==> config.mk <==
export PLATFORM = sky130hd
export DESIGN_NAME = lamp_fpu_sqrt_arbiter_flat
export DESIGN_NICKNAME = d
export VERILOG_FILES = /design/src/rtl/lamp_fpu_sqrt_arbiter_pkg.sv /design/src/rtl/lamp_fpu_sqrt_arbiter_if.sv /design/src/rtl/lamp_fpu_rr_picker.sv /design/src/rtl/lamp_fpu_sqrt_arbiter.sv /design/src/flat_wrapper.sv
export SDC_FILE = /design/constraint.sdc
export NUM_CORES = 1
export LEC_CHECK = 0
export BUFFER_PORTS_ARGS = -buffer_cell sky130_fd_sc_hd__clkbuf_2
export CAP_MARGIN = 10
export CELL_PAD_IN_SITES_DETAIL_PLACEMENT = 0
export CELL_PAD_IN_SITES_GLOBAL_PLACEMENT = 1
export CORE_MARGIN = 5
export CORE_UTILIZATION = 30
export CTS_CLUSTER_DIAMETER = 40
export CTS_CLUSTER_SIZE = 20
export DETAILED_ROUTE_END_ITERATION = 10
export HOLD_SLACK_MARGIN = 0.03
export PLACE_DENSITY_LB_ADDON = 0.1
export SYNTH_ARGS = -nofsm -noshare
export SYNTH_HDL_FRONTEND = slang
export SYNTH_SLANG_ARGS = --single-unit
==> constraint.sdc <==
create_clock -name clk -period 1.9 [get_ports clk]
set_input_delay 0.475 -clock clk [delete_from_list [all_inputs] [get_ports clk]]
set_output_delay 0.475 -clock clk [all_outputs]
set_load 0.05 [all_outputs]
==> src/rtl/lamp_fpu_sqrt_arbiter_pkg.sv <==
// Shared types and constants for the LAMP FPU sqrt/invsqrt arbiter slice.
// Packed float is bfloat16: 1 sign, 8 exponent, 7 fraction bits.
package lamp_fpu_sqrt_arbiter_pkg;

  localparam int LAMP_FLOAT_DW   = 16;
  localparam int LAMP_FLOAT_E_DW = 8;
  localparam int LAMP_FLOAT_F_DW = 7;

  // exponent all ones, fraction MSB set: canonical quiet NaN without sign
  localparam logic [LAMP_FLOAT_DW-2:0] QNAN_E_F = 15'h7FC0;

  typedef enum logic [1:0] {ARB_IDLE, ARB_ISSUE, ARB_WAIT, ARB_RESP} arbState_t;
  typedef enum logic {SQRT_OP_SQRT, SQRT_OP_INVSQRT} sqrtOp_t;

endpackage

==> src/rtl/lamp_fpu_sqrt_arbiter_if.sv <==
// Requester and unit-side signals of the sqrt arbiter.
// slave = arbiter view, master = requesters plus sqrt unit view.
interface lamp_fpu_sqrt_arbiter_if
  import lamp_fpu_sqrt_arbiter_pkg::*;
#(
  parameter int N_REQ = 2,
  parameter int DW    = LAMP_FLOAT_DW
) ();
  logic [N_REQ-1:0]         req_valid_i;
  logic [N_REQ-1:0]         req_ready_o;
  logic [N_REQ-1:0]         req_op_i;
  logic [N_REQ-1:0][DW-1:0] req_operand_i;
  logic [N_REQ-1:0]         resp_valid_o;
  logic [N_REQ-1:0]         resp_ready_i;
  logic [DW-1:0]            resp_result_o;
  logic                     resp_err_o;
  logic                     u_doSqrt_o;
  logic                     u_doInvSqrt_o;
  logic [DW-1:0]            u_operand_o;
  logic                     u_valid_i;
  logic [DW-1:0]            u_result_i;

  modport master (
    output req_valid_i, req_op_i, req_operand_i, resp_ready_i, u_valid_i, u_result_i,
    input  req_ready_o, resp_valid_o, resp_result_o, resp_err_o,
           u_doSqrt_o, u_doInvSqrt_o, u_operand_o
  );

  modport slave (
    input  req_valid_i, req_op_i, req_operand_i, resp_ready_i, u_valid_i, u_result_i,
    output req_ready_o, resp_valid_o, resp_result_o, resp_err_o,
           u_doSqrt_o, u_doInvSqrt_o, u_operand_o
  );
endinterface

==> src/rtl/lamp_fpu_rr_picker.sv <==
// Combinational round-robin first-one finder: first set request at or after ptr,
// wrapping modulo N. Returns one-hot grant, its index, and whether anything was set.
module lamp_fpu_rr_picker #(
  parameter int N  = 2,
  parameter int IW = $clog2(N)
) (
  input  logic [N-1:0]  req,
  input  logic [IW-1:0] ptr,
  output logic [N-1:0]  gnt,
  output logic [IW-1:0] idx,
  output logic          any
);
  localparam int SW = IW + 1;

  logic [2*N-1:0] rot;
  logic [IW-1:0]  off;
  logic [SW-1:0]  sum;

  always_comb begin
    // rotate so that bit 0 is the requester at ptr; lowest set bit wins
    rot = {req, req} >> ptr;
    off = '0;
    for (int k = N - 1; k >= 0; k--) begin
      if (rot[k]) off = IW'(k);
    end
    sum = {1'b0, ptr} + {1'b0, off};
    idx = (sum >= SW'(N)) ? IW'(sum - SW'(N)) : sum[IW-1:0];
    any = |req;
    gnt = any ? (N'(1) << idx) : '0;
  end
endmodule

==> src/rtl/lamp_fpu_sqrt_arbiter.sv <==
// Round-robin sharing of one iterative sqrt/invsqrt unit among N_REQ requesters,
// one operation in flight. Optional WAIT watchdog: LAMP_SQRT_ARB_TIMEOUT_EN.
module lamp_fpu_sqrt_arbiter
  import lamp_fpu_sqrt_arbiter_pkg::*;
#(
  parameter int N_REQ          = 2,
  parameter int DW             = LAMP_FLOAT_DW,
  parameter int TIMEOUT_CYCLES = 64
) (
  input logic clk,
  input logic rst,
  lamp_fpu_sqrt_arbiter_if.slave bus
);
  localparam int IW = $clog2(N_REQ);

  if (N_REQ < 2 || N_REQ > 8 || TIMEOUT_CYCLES < 1) begin : gParamCheck
    $error("lamp_fpu_sqrt_arbiter: N_REQ must be 2..8 and TIMEOUT_CYCLES >= 1");
  end

  arbState_t        stateQ, stateD;
  logic [IW-1:0]    ptrQ, ownerQ, pickIdx;
  logic [N_REQ-1:0] pickGnt;
  logic             pickAny, accept, uDone, expire, respHs;
  sqrtOp_t          opQ;
  logic [DW-1:0]    operandQ, resultQ;

  lamp_fpu_rr_picker #(.N(N_REQ), .IW(IW)) picker (
    .req (bus.req_valid_i),
    .ptr (ptrQ),
    .gnt (pickGnt),
    .idx (pickIdx),
    .any (pickAny)
  );

  assign accept = (stateQ == ARB_IDLE) && pickAny;
  assign uDone  = (stateQ == ARB_WAIT) && bus.u_valid_i;
  assign respHs = (stateQ == ARB_RESP) && bus.resp_ready_i[ownerQ];

`ifdef LAMP_SQRT_ARB_TIMEOUT_EN
  localparam int CW = $clog2(TIMEOUT_CYCLES + 1);
  logic [CW-1:0] waitCnt;
  logic          errQ;

  always_ff @(posedge clk) begin
    if (rst)                       waitCnt <= '0;
    else if (stateQ == ARB_ISSUE)  waitCnt <= '0;
    else if (stateQ == ARB_WAIT)   waitCnt <= waitCnt + CW'(1);
  end

  // a result arriving on the expiry cycle takes priority over the watchdog
  assign expire = (stateQ == ARB_WAIT) && !bus.u_valid_i &&
                  (waitCnt == CW'(TIMEOUT_CYCLES - 1));

  always_ff @(posedge clk) begin
    if (rst)         errQ <= 1'b0;
    else if (uDone)  errQ <= 1'b0;
    else if (expire) errQ <= 1'b1;
  end
  assign bus.resp_err_o = errQ;
`else
  assign expire         = 1'b0;
  assign bus.resp_err_o = 1'b0;
`endif

  always_ff @(posedge clk) begin
    if (rst) stateQ <= ARB_IDLE;
    else     stateQ <= stateD;
  end

  always_comb begin
    stateD = stateQ;
    case (stateQ)
      ARB_IDLE:  if (pickAny) stateD = ARB_ISSUE;
      ARB_ISSUE: stateD = ARB_WAIT;
      ARB_WAIT:  if (uDone || expire) stateD = ARB_RESP;
      ARB_RESP:  if (respHs) stateD = ARB_IDLE;
      default:   stateD = ARB_IDLE;
    endcase
  end

  always_comb begin
    bus.req_ready_o   = '0;
    bus.resp_valid_o  = '0;
    bus.u_doSqrt_o    = 1'b0;
    bus.u_doInvSqrt_o = 1'b0;
    case (stateQ)
      ARB_IDLE:  bus.req_ready_o = pickGnt;
      ARB_ISSUE: begin
        bus.u_doSqrt_o    = (opQ == SQRT_OP_SQRT);
        bus.u_doInvSqrt_o = (opQ == SQRT_OP_INVSQRT);
      end
      ARB_RESP:  bus.resp_valid_o[ownerQ] = 1'b1;
      default: ;
    endcase
  end

  assign bus.u_operand_o   = operandQ;
  assign bus.resp_result_o = resultQ;

  always_ff @(posedge clk) begin
    if (rst) begin
      ptrQ     <= '0;
      ownerQ   <= '0;
      opQ      <= SQRT_OP_SQRT;
      operandQ <= '0;
      resultQ  <= '0;
    end else begin
      if (accept) begin
        ownerQ   <= pickIdx;
        opQ      <= sqrtOp_t'(bus.req_op_i[pickIdx]);
        operandQ <= bus.req_operand_i[pickIdx];
      end
      if (uDone)       resultQ <= bus.u_result_i;
      else if (expire) resultQ <= DW'({1'b0, QNAN_E_F});
      if (respHs)
        ptrQ <= (ownerQ == IW'(N_REQ - 1)) ? '0 : ownerQ + IW'(1);
    end
  end
endmodule

==> src/flat_wrapper.sv <==
// flat-port wrapper written by rule: the top's interface ports become plain ports
module lamp_fpu_sqrt_arbiter_flat import lamp_fpu_sqrt_arbiter_pkg::*;
#(
  parameter int N_REQ          = 2,
  parameter int DW             = LAMP_FLOAT_DW,
  parameter int TIMEOUT_CYCLES = 64
)
  (clk, rst, bus_req_valid_i, bus_req_op_i, bus_req_operand_i, bus_resp_ready_i, bus_u_valid_i, bus_u_result_i, bus_req_ready_o, bus_resp_valid_o, bus_resp_result_o, bus_resp_err_o, bus_u_doSqrt_o, bus_u_doInvSqrt_o, bus_u_operand_o);
  lamp_fpu_sqrt_arbiter_if #(.N_REQ(N_REQ), .DW(DW)) bus_i ();
  input logic clk;
  input logic rst;
  input wire logic [$bits(bus_i.req_valid_i)-1:0] bus_req_valid_i;
  input wire logic [$bits(bus_i.req_op_i)-1:0] bus_req_op_i;
  input wire logic [$bits(bus_i.req_operand_i)-1:0] bus_req_operand_i;
  input wire logic [$bits(bus_i.resp_ready_i)-1:0] bus_resp_ready_i;
  input wire logic [$bits(bus_i.u_valid_i)-1:0] bus_u_valid_i;
  input wire logic [$bits(bus_i.u_result_i)-1:0] bus_u_result_i;
  output wire logic [$bits(bus_i.req_ready_o)-1:0] bus_req_ready_o;
  output wire logic [$bits(bus_i.resp_valid_o)-1:0] bus_resp_valid_o;
  output wire logic [$bits(bus_i.resp_result_o)-1:0] bus_resp_result_o;
  output wire logic [$bits(bus_i.resp_err_o)-1:0] bus_resp_err_o;
  output wire logic [$bits(bus_i.u_doSqrt_o)-1:0] bus_u_doSqrt_o;
  output wire logic [$bits(bus_i.u_doInvSqrt_o)-1:0] bus_u_doInvSqrt_o;
  output wire logic [$bits(bus_i.u_operand_o)-1:0] bus_u_operand_o;
  assign bus_i.req_valid_i = bus_req_valid_i;
  assign bus_i.req_op_i = bus_req_op_i;
  assign bus_i.req_operand_i = bus_req_operand_i;
  assign bus_i.resp_ready_i = bus_resp_ready_i;
  assign bus_i.u_valid_i = bus_u_valid_i;
  assign bus_i.u_result_i = bus_u_result_i;
  assign bus_req_ready_o = bus_i.req_ready_o;
  assign bus_resp_valid_o = bus_i.resp_valid_o;
  assign bus_resp_result_o = bus_i.resp_result_o;
  assign bus_resp_err_o = bus_i.resp_err_o;
  assign bus_u_doSqrt_o = bus_i.u_doSqrt_o;
  assign bus_u_doInvSqrt_o = bus_i.u_doInvSqrt_o;
  assign bus_u_operand_o = bus_i.u_operand_o;
  lamp_fpu_sqrt_arbiter #(.N_REQ(N_REQ), .DW(DW), .TIMEOUT_CYCLES(TIMEOUT_CYCLES)) u_core (.clk(clk), .rst(rst), .bus(bus_i));
endmodule
Yosys cells after proc, flatten, opt, wreduce, memory -nomap -nowiden
Cells that the tools add are included.
{ "classes": {"order_cmp": 4, "n_eq_ne": 6, "n_addsub": 3, "shifts": 2, "bitwise_logic": 1, "multipliers": 0, "div_mod_pow": 0, "n_reduce_logical": 7, "n_mux": 21} }
{ "op_table": {"columns": ["op", "n"], "rows": [
  ["2-to-1 mux 16 bit", 2],
  ["2-to-1 mux 2 bit", 6],
  ["2-to-1 mux 1 bit", 11],
  ["case mux 2 bit (4 select lines)", 1],
  ["!= test 2 x 1 -> 1 bit (second input constant)", 3],
  ["equality test 2 bit (second input constant)", 2],
  ["logical AND 1 bit", 4],
  ["< comparator 1 x 2 -> 1 bit (second input constant)", 2],
  [">> shifter 4 x 1 -> 2 bit", 1],
  ["AND reduction 3 bit", 1],
  ["adder 1 x 1 -> 2 bit", 1],
  ["equality test 2 x 1 -> 1 bit (second input constant)", 1],
  ["greater-or-equal comparator 2 bit (second input constant)", 1],
  ["zero test 2 bit", 1],
  ["OR reduction 2 bit", 1],
  ["left shift 1 x 1 -> 2 bit (first input constant)", 1],
  ["adder 1 bit (second input constant)", 1],
  ["demux 1 bit (select 1 bit)", 1],
  ["greater-or-equal comparator 1 bit (second input constant)", 1],
  ["NOT 1 bit", 1],
  ["subtractor 1 bit (second input constant)", 1]
]} }
{ "word_totals": {"mem_bits_ro": 0, "elab_cells": 50, "mem_count": 0, "latchBits": 0, "register_bits": 37, "input_bits": 57, "ramBits": 0, "out_inout_bits": 39} }

Logic depth before layout (Yosys ltp)
Gate-level depths: netlist (run 1).
{ "logic_depth": {"ltp_word": 9, "ltp_mapped": 7, "ltp_nobuf": 5} }

Modules after synthesis
Synthesis (run 1) repeated with hierarchy kept, for this count alone.
{ "hier_totals": {"cells_unflattened": 187, "hier_area_um2": 1637.8} }
{ "by_module_without_submodules": {"columns": ["module", "instances", "cells_per_inst", "area_each_um2", "seq_area_each_um2"], "rows": [
  ["lamp_fpu_sqrt_arbiter", 1, 181, 1601.5, 740.7],
  ["lamp_fpu_rr_picker", 1, 6, 36.3, 0.0]
]} }

Least setup slack after synthesis (run 1)
Ideal clock, no wire load.
{ "synth_timing": {"path_kind": "input-to-output", "from": "in bus_req_valid_i[1]", "to": "out bus_req_ready_o[0]", "arrival_ps": 1537, "t_required_ps": 1425, "path_slack_ps": -112, "path_stages": 4, "path_buffers": 2, "cell_sequence": "buf_6 -> and2_1 -> buf_2 -> nor2_1"} }
{ "synth_between": {"elab_chain_cells": 9, "elab_cells_between_ends": 11, "cone_classes": "add/sub (2); order compare (1); shift (2); mux (5); reduce/logical (1)"} }
{ "synth_rtl": {"columns": ["element", "line_no", "text"], "rows": [
  ["start, declared", "flat_wrapper.sv:12", "input wire logic [$bits(bus_i.req_valid_i)-1:0] bus_req_valid_i;"],
  [">> shifter 4 x 1 -> 2 bit", "lamp_fpu_rr_picker.sv:21", "rot = {req, req} >> ptr;"],
  ["2-to-1 mux 1 bit (2 in series)", "lamp_fpu_rr_picker.sv:24", "if (rot[k]) off = IW'(k);"],
  ["adder 1 x 1 -> 2 bit", "lamp_fpu_rr_picker.sv:26", "sum = {1'b0, ptr} + {1'b0, off};"],
  ["greater-or-equal comparator 2 bit / subtractor 1 bit (equally long branches)", "lamp_fpu_rr_picker.sv:27", "idx = (sum >= SW'(N)) ? IW'(sum - SW'(N)) : sum[IW-1:0];"],
  ["2-to-1 mux 1 bit", "lamp_fpu_rr_picker.sv:27", null],
  ["left shift 1 x 1 -> 2 bit", "lamp_fpu_rr_picker.sv:29", "gnt = any ? (N'(1) << idx) : '0;"],
  ["2-to-1 mux 2 bit (*)", "lamp_fpu_rr_picker.sv:29", null],
  ["2-to-1 mux 2 bit (*)", "lamp_fpu_sqrt_arbiter.sv:86", "case (stateQ)"],
  ["end, declared", "flat_wrapper.sv:18", "output wire logic [$bits(bus_i.req_ready_o)-1:0] bus_req_ready_o;"]
]} }
Mark *: on every way between the ends. The rest lies on a longest branch, timed or not.

Final worst setup path (run 1)
{ "layout_timing": {"from": "reg u_core.stateQ[1]", "to": "out bus_resp_valid_o[0]"} }
{ "layout_between": {"elab_chain_cells": 2} }
{ "layout_rtl": {"columns": ["element", "line_no", "text"], "rows": [
  ["start, declared", "lamp_fpu_sqrt_arbiter.sv:20", "arbState_t stateQ, stateD;"],
  ["start signal, assigned", "lamp_fpu_sqrt_arbiter.sv:67", "else stateQ <= stateD;"],
  ["equality test 2 bit", "lamp_fpu_sqrt_arbiter.sv:86", null],
  ["2-to-1 mux 2 bit", "lamp_fpu_sqrt_arbiter.sv:86", null],
  ["end, declared", "flat_wrapper.sv:19", "output wire logic [$bits(bus_i.resp_valid_o)-1:0] bus_resp_valid_o;"]
]} }
No other way between the ends.

==> results of run 1 <==
[flip-flops by register name, summed over array words and instances, names as in the netlist]
signal	flops
u_core.ownerQ	1
u_core.bus.resp_result_o	16
u_core.stateQ	2
u_core.ptrQ	1
u_core.bus.u_operand_o	16
u_core.opQ	1
[area by class of cell]
type | count | share of cell area
Clock buffer | 6 | 0.03642
Sequential cell | 37 | 0.3267
Multi-Input combinational cell | 117 | 0.3400
Clock inverter | 1 | 0.003311
Timing Repair Buffer | 104 | 0.2483
Inverter | 4 | 0.006623
Tap cell | 70 | 0.03863
[final timing paths]
check | endpoint | slack [ps]
setup / recovery | bus_resp_valid_o[0] | 80
hold / removal | u_core.bus.resp_result_o[6] | 410
setup reg to reg | u_core.bus.u_operand_o[15] | 320
hold reg to reg | u_core.bus.resp_result_o[4] | 460
[worst min-delay path, delay by kind of cell]
family	cells	cell delay, ps
and+or+nand+nor	1	40
buffers and inverters	1	80
AOI/OAI and AO/OA	1	50
[stage by stage]
step           setup slack [ps]  hold WS (ps)
6_report                  75.42         406.1
4_1_cts                   1.158         395.9
2_1_floorplan             108.0         467.7
3_3_place_gp              190.4         443.0
3_5_place_dp              201.1         445.5
5_1_grt                   3.719         394.0
[metal layers]
metal  wire (µm)  vias to the layer above
li1            -                      816
met2        2059                       68
met5           0                        -
met3         436                        5
met4          47                        0
met1        2114                      740
[cell usage in the layout (no fill, tap or decap), types with 2 or more instances in the layout]
cell	instances
ha_1	3
a221o_1	8
inv_1	4
nor2_2	2
and2_1	3
nand2_1	38
a21oi_1	17
mux2i_1	2
clkbuf_2	89
nor2_1	3
o2bb2ai_1	9
nor4b_1	8
clkbuf_8	6
dfxtp_1	37
a32oi_1	10
buf_2	3
buf_4	11
[power by group]
| part | internal (W) | switching, W |
|---|---|---|
| Clock | 0.000287 | 0.000274 |
| Combinational | 0.000429 | 0.000935 |
| Sequential | 0.000932 | 0.0000998 |
| Total | 0.00165 | 0.00131 |
[logic make-up (layout without fill, tap and decap cells)]
| family | Yosys count | count (layout) | synth area share |
|---|---|---|---|
| compound gates | 50 | 50 | 0.2412 |
| mux | 2 | 2 | 0.01253 |
| simple gates | 60 | 60 | 0.1856 |
| fa+ha+maj | 4 | 4 | 0.03132 |
| flops | 37 | 37 | 0.4636 |
| buf+inv | 18 | 115 | 0.06342 |
| other cells | 1 | 1 | 0.002347 |
==> results.toml, run 1 <==
[synth]
yosys.area.top_type = "dfxtp_1"
synth.top_cell.area_share = 0.4636
synth_area_leaders = "dfxtp_1, nand2_1, a32oi_1, a21oi_1, a221o_1"
syn-num-nets = 233
ys.flop_type = "dfxtp_1"
synth_warnings = 0
synthArstFlopShare = 0
yosysSeqAreaShare = 0.4636
synthesis.area_um2 = 1598
synth_edf_count = 0
synth-seq-cells = 37
synth.avg_cell_area_um2 = 9.289
synthTopCellsByCount = "nand2_1, dfxtp_1, a21oi_1"
yosysMostFrequentCell = "nand2_1"
syn_inst = 172
synth.distinct_cells = 31

[layout]
final_cells = 339
fin_area_um2 = 2267
nets = 330
finish.utilization = 0.4411
layout-drive-gt1-share = 0.4349
multi_input_area_um2 = 770.7
area_delta_synth_final_pct = 41.89
final.fill_count = 560
antenna_cells = 0
regArea_um2 = 740.7

[critical_path]
slowest_delay_ps = 380
cp_top_family = "flip-flops"
r2r_start = "u_core.stateQ[1]"
cp.depth = 3
end_kind = "output pin"
startpoint_type = "flop"
crit_chain = "ha_1 > and2b_2 > buf_2"
critPathLaunch = "u_core.stateQ[1]"
crit_fanout = 6
cp.required_ps = 1420
criticalPathCategory = "reg2out"
critical_path_buf_inv_count = 1
critPathSlowestCell = "dfxtp_1"
reg2reg_depth = 6
worstPathArrival_ps = 1350

[detailed_routing]
wl_um = 4658
drtIter0Drc = 53
ant_nets = 0
vias = 1629
post_drt_wl_per_cell_um = 13.74
drtPass1Iterations = 4
avgViaCountPerCell = 4.805
drcViolationCount = 0

[global_route]
met2_usage = 0.2143
antenna_found_initial = 0
busiest_layer = "met2"
grt_use_met3 = 0.06139
grt_use_met1 = 0.1690
grt_first_pass_wirelength_um = 7817
gr-total-overflow = 0
grt_pass1_vias = 1688
grt_start_max_net_pins = 17
gr-usage-all-layers = 0.1363

[clocking]
root_buffer = "clkbuf_8"
cts_made_buffers = 5
clk_pin_slew_worst_paths_ps = 70
insertion_delay_ps = 280
post_cts_buffers = 0
clkSinkCount = 37
cts_tree = "built"
clk_path_buf_depth = 2
cts_resized = 2
cts.hold.buffers_added = 0
htree_num_levels = 2

[timing]
finalCriticalPeriod_ps = 1825
final.setup.tns_ps = 0
slew_viol_final = 0
hold_violations = 0
period_share = 0.9603
rsz0062_at_grt = "no"
max_freq_ghz = 0.5481
slew_headroom = 0.6397
clock_skew_ps = 5.259
max_slew.worst_pin.slew_ps = 539.2
setup_viol = 0

[floorplan]
core_area_um2 = 5140
io_pins = 96
fp.dieW_um = 82.98
num_rows = 26
initial_core_util = 0.3109
die_y_um = 82.98
die_area_um2 = 6886

[worst_hold_path]
min-delay-start = "bus_u_result_i[6]"
hold_depth = 3
hp-class = "in2reg"

[run_status]
outcome = "completed"

[power]
ir_worst_vdd_v = 0.0005909
leakage_nw = 1.046
powerDensity_nw_per_um2 = 1304
power.total_w = 0.002956

[placement]
gp_congestion = 0.7109
detailed_place_hpwl_um = 3622
place_area_um2 = 2162
dp.cells = 332
io_buffers = 94

[job]
drv_cap = 0
(Power assumes the default switching activity.)
==> run 2: changes to the inputs <==
Settings changed: CTS_BUF_LIST set to sky130_fd_sc_hd__clkbuf_8.
Clock period 1.9 ns to 2.05 ns, I/O delays scaled along.
==> results.toml, run 2 (synthesis gave the netlist of run 1 again) <==
[floorplan]
die_y_um = 82.98
initial_core_util = 0.3109
core_area_um2 = 5140
fp.dieW_um = 82.98
die_area_um2 = 6886
io_pins = 96
num_rows = 26

[power]
clkPwrFrac = 0.184
ir_worst_vdd_v = 0.0005184
leakage_nw = 1.029
powerDensity_nw_per_um2 = 1203
internal_power_w = 0.001452
netSwitchingFraction = 0.4544
combinationalPowerShare = 0.456
netSwitchingPower_w = 0.001210
seqPwrFrac = 0.361

[global_route]
grt_start_max_net_pins = 19
antenna_found_initial = 0
grt_pass1_vias = 1637
grt_first_pass_wirelength_um = 7831
gr-usage-all-layers = 0.1391
gr-total-overflow = 0

[detailed_routing]
avgViaCountPerCell = 4.656
drcViolationCount = 0
wl_um = 4759
ant_nets = 0
drtPass1Iterations = 4
drtIter0Drc = 66
vias = 1569
post_drt_wl_per_cell_um = 14.12

[timing]
max_slew.worst_pin.slew_ps = 695.8
finalCriticalPeriod_ps = 1950
hold_violations = 0
slew_viol_final = 0
final.setup.tns_ps = 0
rsz0062_at_grt = "no"
clock_skew_ps = 11.67
finalWorstSetupSlack_ps = 99.67
max_freq_ghz = 0.5127
period_share = 0.9514
slew_headroom = 0.5351
setup_viol = 0

[layout]
area_delta_synth_final_pct = 38.45
final.fill_count = 568
antenna_cells = 0
final_cell_mix = "clkbuf_2, nand2_1, dfxtp_1, a21oi_1, a32oi_1"
nets = 327
layout_commonest_cell = "clkbuf_2"
layout-drive-gt1-share = 0.4270
finish.utilization = 0.4304

[job]
drv_cap = 0

[run_status]
outcome = "completed"

[critical_path]
reg2reg_slack_ps = 440
cp.required_ps = 1540
worstPathArrival_ps = 1440
end_kind = "output pin"
criticalPathCategory = "reg2out"
startpoint_type = "flop"
crit_fanout = 8
reg2reg_depth = 6

[clocking]
clk_pin_slew_worst_paths_ps = 80
htree_num_levels = 2
clk_path_buf_depth = 2
cts_tree = "built"
cts_made_buffers = 5
insertion_delay_ps = 290
cts.hold.buffers_added = 0
clkSinkCount = 37
root_buffer = "clkbuf_8"

[placement]
pre_cts_ws_ps = 292.9
io_buffers = 94
gp_congestion = 0.7828
detailed_place_hpwl_um = 3568

[worst_hold_path]
hp-class = "in2reg"
hold_depth = 3
==> run 2: metal layers <==
| layer | routed length (µm) | vias up | track usage |
|---|---|---|---|
| li1 | - | 813 | - |
| met1 | 2183 | 690 | 0.1688 |
| met2 | 2121 | 64 | 0.2208 |
| met3 | 436 | 2 | 0.06337 |
| met4 | 19 | 0 | 0.04012 |
| met5 | 0 | - | 0 |
==> run 2: area by class of cell <==
cell class	count	area (µm²)	share of cell area
clock inverters	3	13.76	0.006222
repair buffers	101	525.5	0.2376
clock buffers	5	68.82	0.03111
multi-input cells	117	760.7	0.3439
well taps	70	87.58	0.03959
inverters	4	15.01	0.006787
flip-flops and latches	37	740.7	0.3348
==> run 2: worst paths after layout <==
check	start	endpoint
worst max register to register	u_core.stateQ[0]	u_core.bus.u_operand_o[0]
worst max-delay path	u_core.stateQ[0]	bus_req_ready_o[1]
worst min register to register	u_core.bus.resp_result_o[0]	u_core.bus.resp_result_o[0]
worst min-delay path	bus_u_result_i[9]	u_core.bus.resp_result_o[9]
==> run 2: per-stage QoR <==
stage	power (W)	instance area (µm²)	hold WS [ps]	cells
6_report	0.002662	2212	440.7	337
3_5_place_dp	0.002195	2125	448.6	329
4_1_cts	0.002697	2210	428.5	337
3_3_place_gp	0.002197	2125	443.3	329
2_1_floorplan	0.001878	1600	467.7	172
5_1_grt	0.002838	2212	425.2	337
==> run 2: power groups by stage <==
stage	Clock [W]	Combinational [W]	Sequential (W)
after detailed placement	0	0.00122	0.000972
after global placement	0	0.00122	0.000974
after floorplan	0	0.000537	0.00134
after global routing	0.000549	0.00131	0.000979
after CTS	0.000512	0.00122	0.000960
final	0.000489	0.00121	0.000960
==> run 2: repair_timing <==
item / CTS / global route
resized for setup: 1 / 1
setup buffers: 0 / 0
setup endpoints to repair: 1 / 2
hold endpoints to repair: 0 / 0
pin swaps: 0 / 0
==> run 2: worst max-delay path: stages, from the launching register on <==
cell      delay, ps
dfxtp_1         340
inv_1            90
ha_2            260
and3_1          170
clkbuf_2        280
==> run 3: changes to the inputs <==
Settings changed: SYNTH_HIERARCHICAL set to 1.
Clock period 2.05 ns to 1.9 ns, I/O delays scaled along.
==> results.toml, run 3 <==
[synth]
synth_area_leaders = "dfxtp_1, mux2i_1, a211oi_1, nand2_1, a21oi_1"
synth_warnings = 6
synth.distinct_cells = 22
synthArstFlopShare = 0
synth-seq-cells = 37
synth.avg_cell_area_um2 = 8.758
syn_inst = 187
syn-num-nets = 248
synthTopCellsByCount = "dfxtp_1, nand2_1, nor2_1"
synth.top_cell.area_share = 0.4523
yosysSeqAreaShare = 0.4523
synth_edf_count = 0
yosysMostFrequentCell = "dfxtp_1"
synthesis.area_um2 = 1638
ys.flop_type = "dfxtp_1"
yosys.area.top_type = "dfxtp_1"

[critical_path]
cp.required_ps = 1420
reg2reg_depth = 6
r2r_start = "u_core/stateQ[0]"
worstPathArrival_ps = 1330
end_kind = "output pin"
criticalPathCategory = "reg2out"
reg2reg_to = "u_core/bus.u_operand_o[15]"
startpoint_type = "flop"
crit_fanout = 6
reg2reg_slack_ps = 360

[floorplan]
die_area_um2 = 7037
core_area_um2 = 5405
initial_core_util = 0.3030
fp.dieW_um = 83.89
io_pins = 96
die_y_um = 83.89
num_rows = 27

[timing]
finalCriticalPeriod_ps = 1807
max_freq_ghz = 0.5535
hold_violations = 0
final.setup.tns_ps = 0
slew_viol_final = 0
rsz0062_at_grt = "no"
clock_skew_ps = 4.443
setup_viol = 0
finalWorstSetupSlack_ps = 93.18
period_share = 0.9510

[worst_hold_path]
hold_depth = 3
holdPathEnd = "u_core/bus.resp_result_o[3]"
min-delay-start = "bus_u_result_i[3]"
hp-class = "in2reg"

[detailed_routing]
drtIter0Drc = 21
vias = 1527
drcViolationCount = 0
wl_um = 4035
post_drt_wl_per_cell_um = 11.46
ant_nets = 0
avgViaCountPerCell = 4.338
drtPass1Iterations = 4

[layout]
layout-drive-gt1-share = 0.4036
finish.utilization = 0.4197
nets = 340
area_delta_synth_final_pct = 38.50
final_cell_mix = "clkbuf_2, dfxtp_1, nand2_1, mux2i_1, nor2_1"
layout_commonest_cell = "clkbuf_2"
antenna_cells = 0

[clocking]
clk_pin_slew_worst_paths_ps = 70
cts_tree = "built"
insertion_delay_ps = 280
cts_made_buffers = 5
clkSinkCount = 37
post_cts_buffers = 0
root_buffer = "clkbuf_8"
clk_path_buf_depth = 2
htree_num_levels = 2

[global_route]
antenna_found_initial = 0
gr-usage-all-layers = 0.1192
grt_pass1_vias = 1535
grt_first_pass_wirelength_um = 6851
gr-total-overflow = 0
grt_start_max_net_pins = 35

[power]
netSwitchingFraction = 0.4656
internal_power_w = 0.001666
clkPwrFrac = 0.163
leakage_nw = 1.064
netSwitchingPower_w = 0.001451
combinationalPowerShare = 0.494
seqPwrFrac = 0.343
ir_worst_vdd_v = 0.0005042
powerDensity_nw_per_um2 = 1374

[placement]
pre_cts_ws_ps = 274.5
gp_congestion = 0.6945
detailed_place_hpwl_um = 3100
io_buffers = 94

[job]
drv_cap = 0

[run_status]
outcome = "completed"
run 3: worst max path at each step:
stage                            start                  end  slack (ps)  cells past startpoint
floorplan             u_core/stateQ[1]       bus_u_doSqrt_o         190                      3
global placement    bus_req_valid_i[0]   bus_req_ready_o[0]         280                      4
detailed placement  bus_req_valid_i[0]   bus_req_ready_o[0]         270                      4
CTS                   u_core/stateQ[0]   bus_req_ready_o[0]          20                      4
global route          u_core/stateQ[1]    bus_u_doInvSqrt_o           9                      4
finish                u_core/stateQ[1]  bus_resp_valid_o[0]          90                      3
run 3: per-stage QoR:
step           cell area, µm²  hold WS (ps)  total power (W)  cells
2_1_floorplan            1638         484.0         0.002287    187
3_3_place_gp             2176         442.7         0.002628    344
3_5_place_dp             2176         446.5         0.002636    344
4_1_cts                  2258         396.9         0.003161    352
5_1_grt                  2268         401.1         0.003340    352
6_report                 2268         407.1         0.003117    352
run 3: routing by layer:
| layer | wire length (µm) | vias up | track usage | share of wire |
|---|---|---|---|---|
| li1 | - | 815 | - | - |
| met1 | 1695 | 651 | 0.1331 | 0.42 |
| met2 | 1912 | 56 | 0.2032 | 0.47 |
| met4 | 42 | 0 | 0.03947 | 0.010 |
| met5 | 0 | - | 0 | 0 |
| met3 | 383 | 5 | 0.05133 | 0.095 |
run 3: kinds of logic after synthesis:
kind of cell,after synthesis,synth area share
adders and majority gates,4,0.03056
DFF,37,0.4523
and+or+nand+nor,67,0.1757
AOI/OAI and AO/OA,40,0.1620
muxes,20,0.1222
other,1,0.002290
buffers and inverters,18,0.05500
run 3: critical path, cell delays in order, from the launching register on:
cell and delay (ps):
dfxtp_1 390, ha_2 250, and2b_2 150, clkbuf_2 260
run 3: cell type report:
class	instances	area [µm²]
inverter	4	15.01
fill	573	3137
multi-input combinational	132	814.5
sequential	37	740.7
clock inverter	3	13.76
clock buffer	5	68.82
tap	72	90.09
timing repair buffer	99	525.5
run 3: repair_timing:
item / 4_1_cts / 5_1_grt
hold buffers: 0 / 0
endpoints found under the setup margin: 0 / 4
endpoints found under the hold margin: 0 / 0
resized for setup: 0 / 7
run 3: power by group through the flow:
stage          sequential, W  clock, W  combinational, W
2_1_floorplan        0.00157         0          0.000715
3_3_place_gp         0.00109         0           0.00154
3_5_place_dp         0.00109         0           0.00155
4_1_cts              0.00107  0.000538           0.00155
5_1_grt              0.00110  0.000572           0.00167
6_report             0.00107  0.000508           0.00154
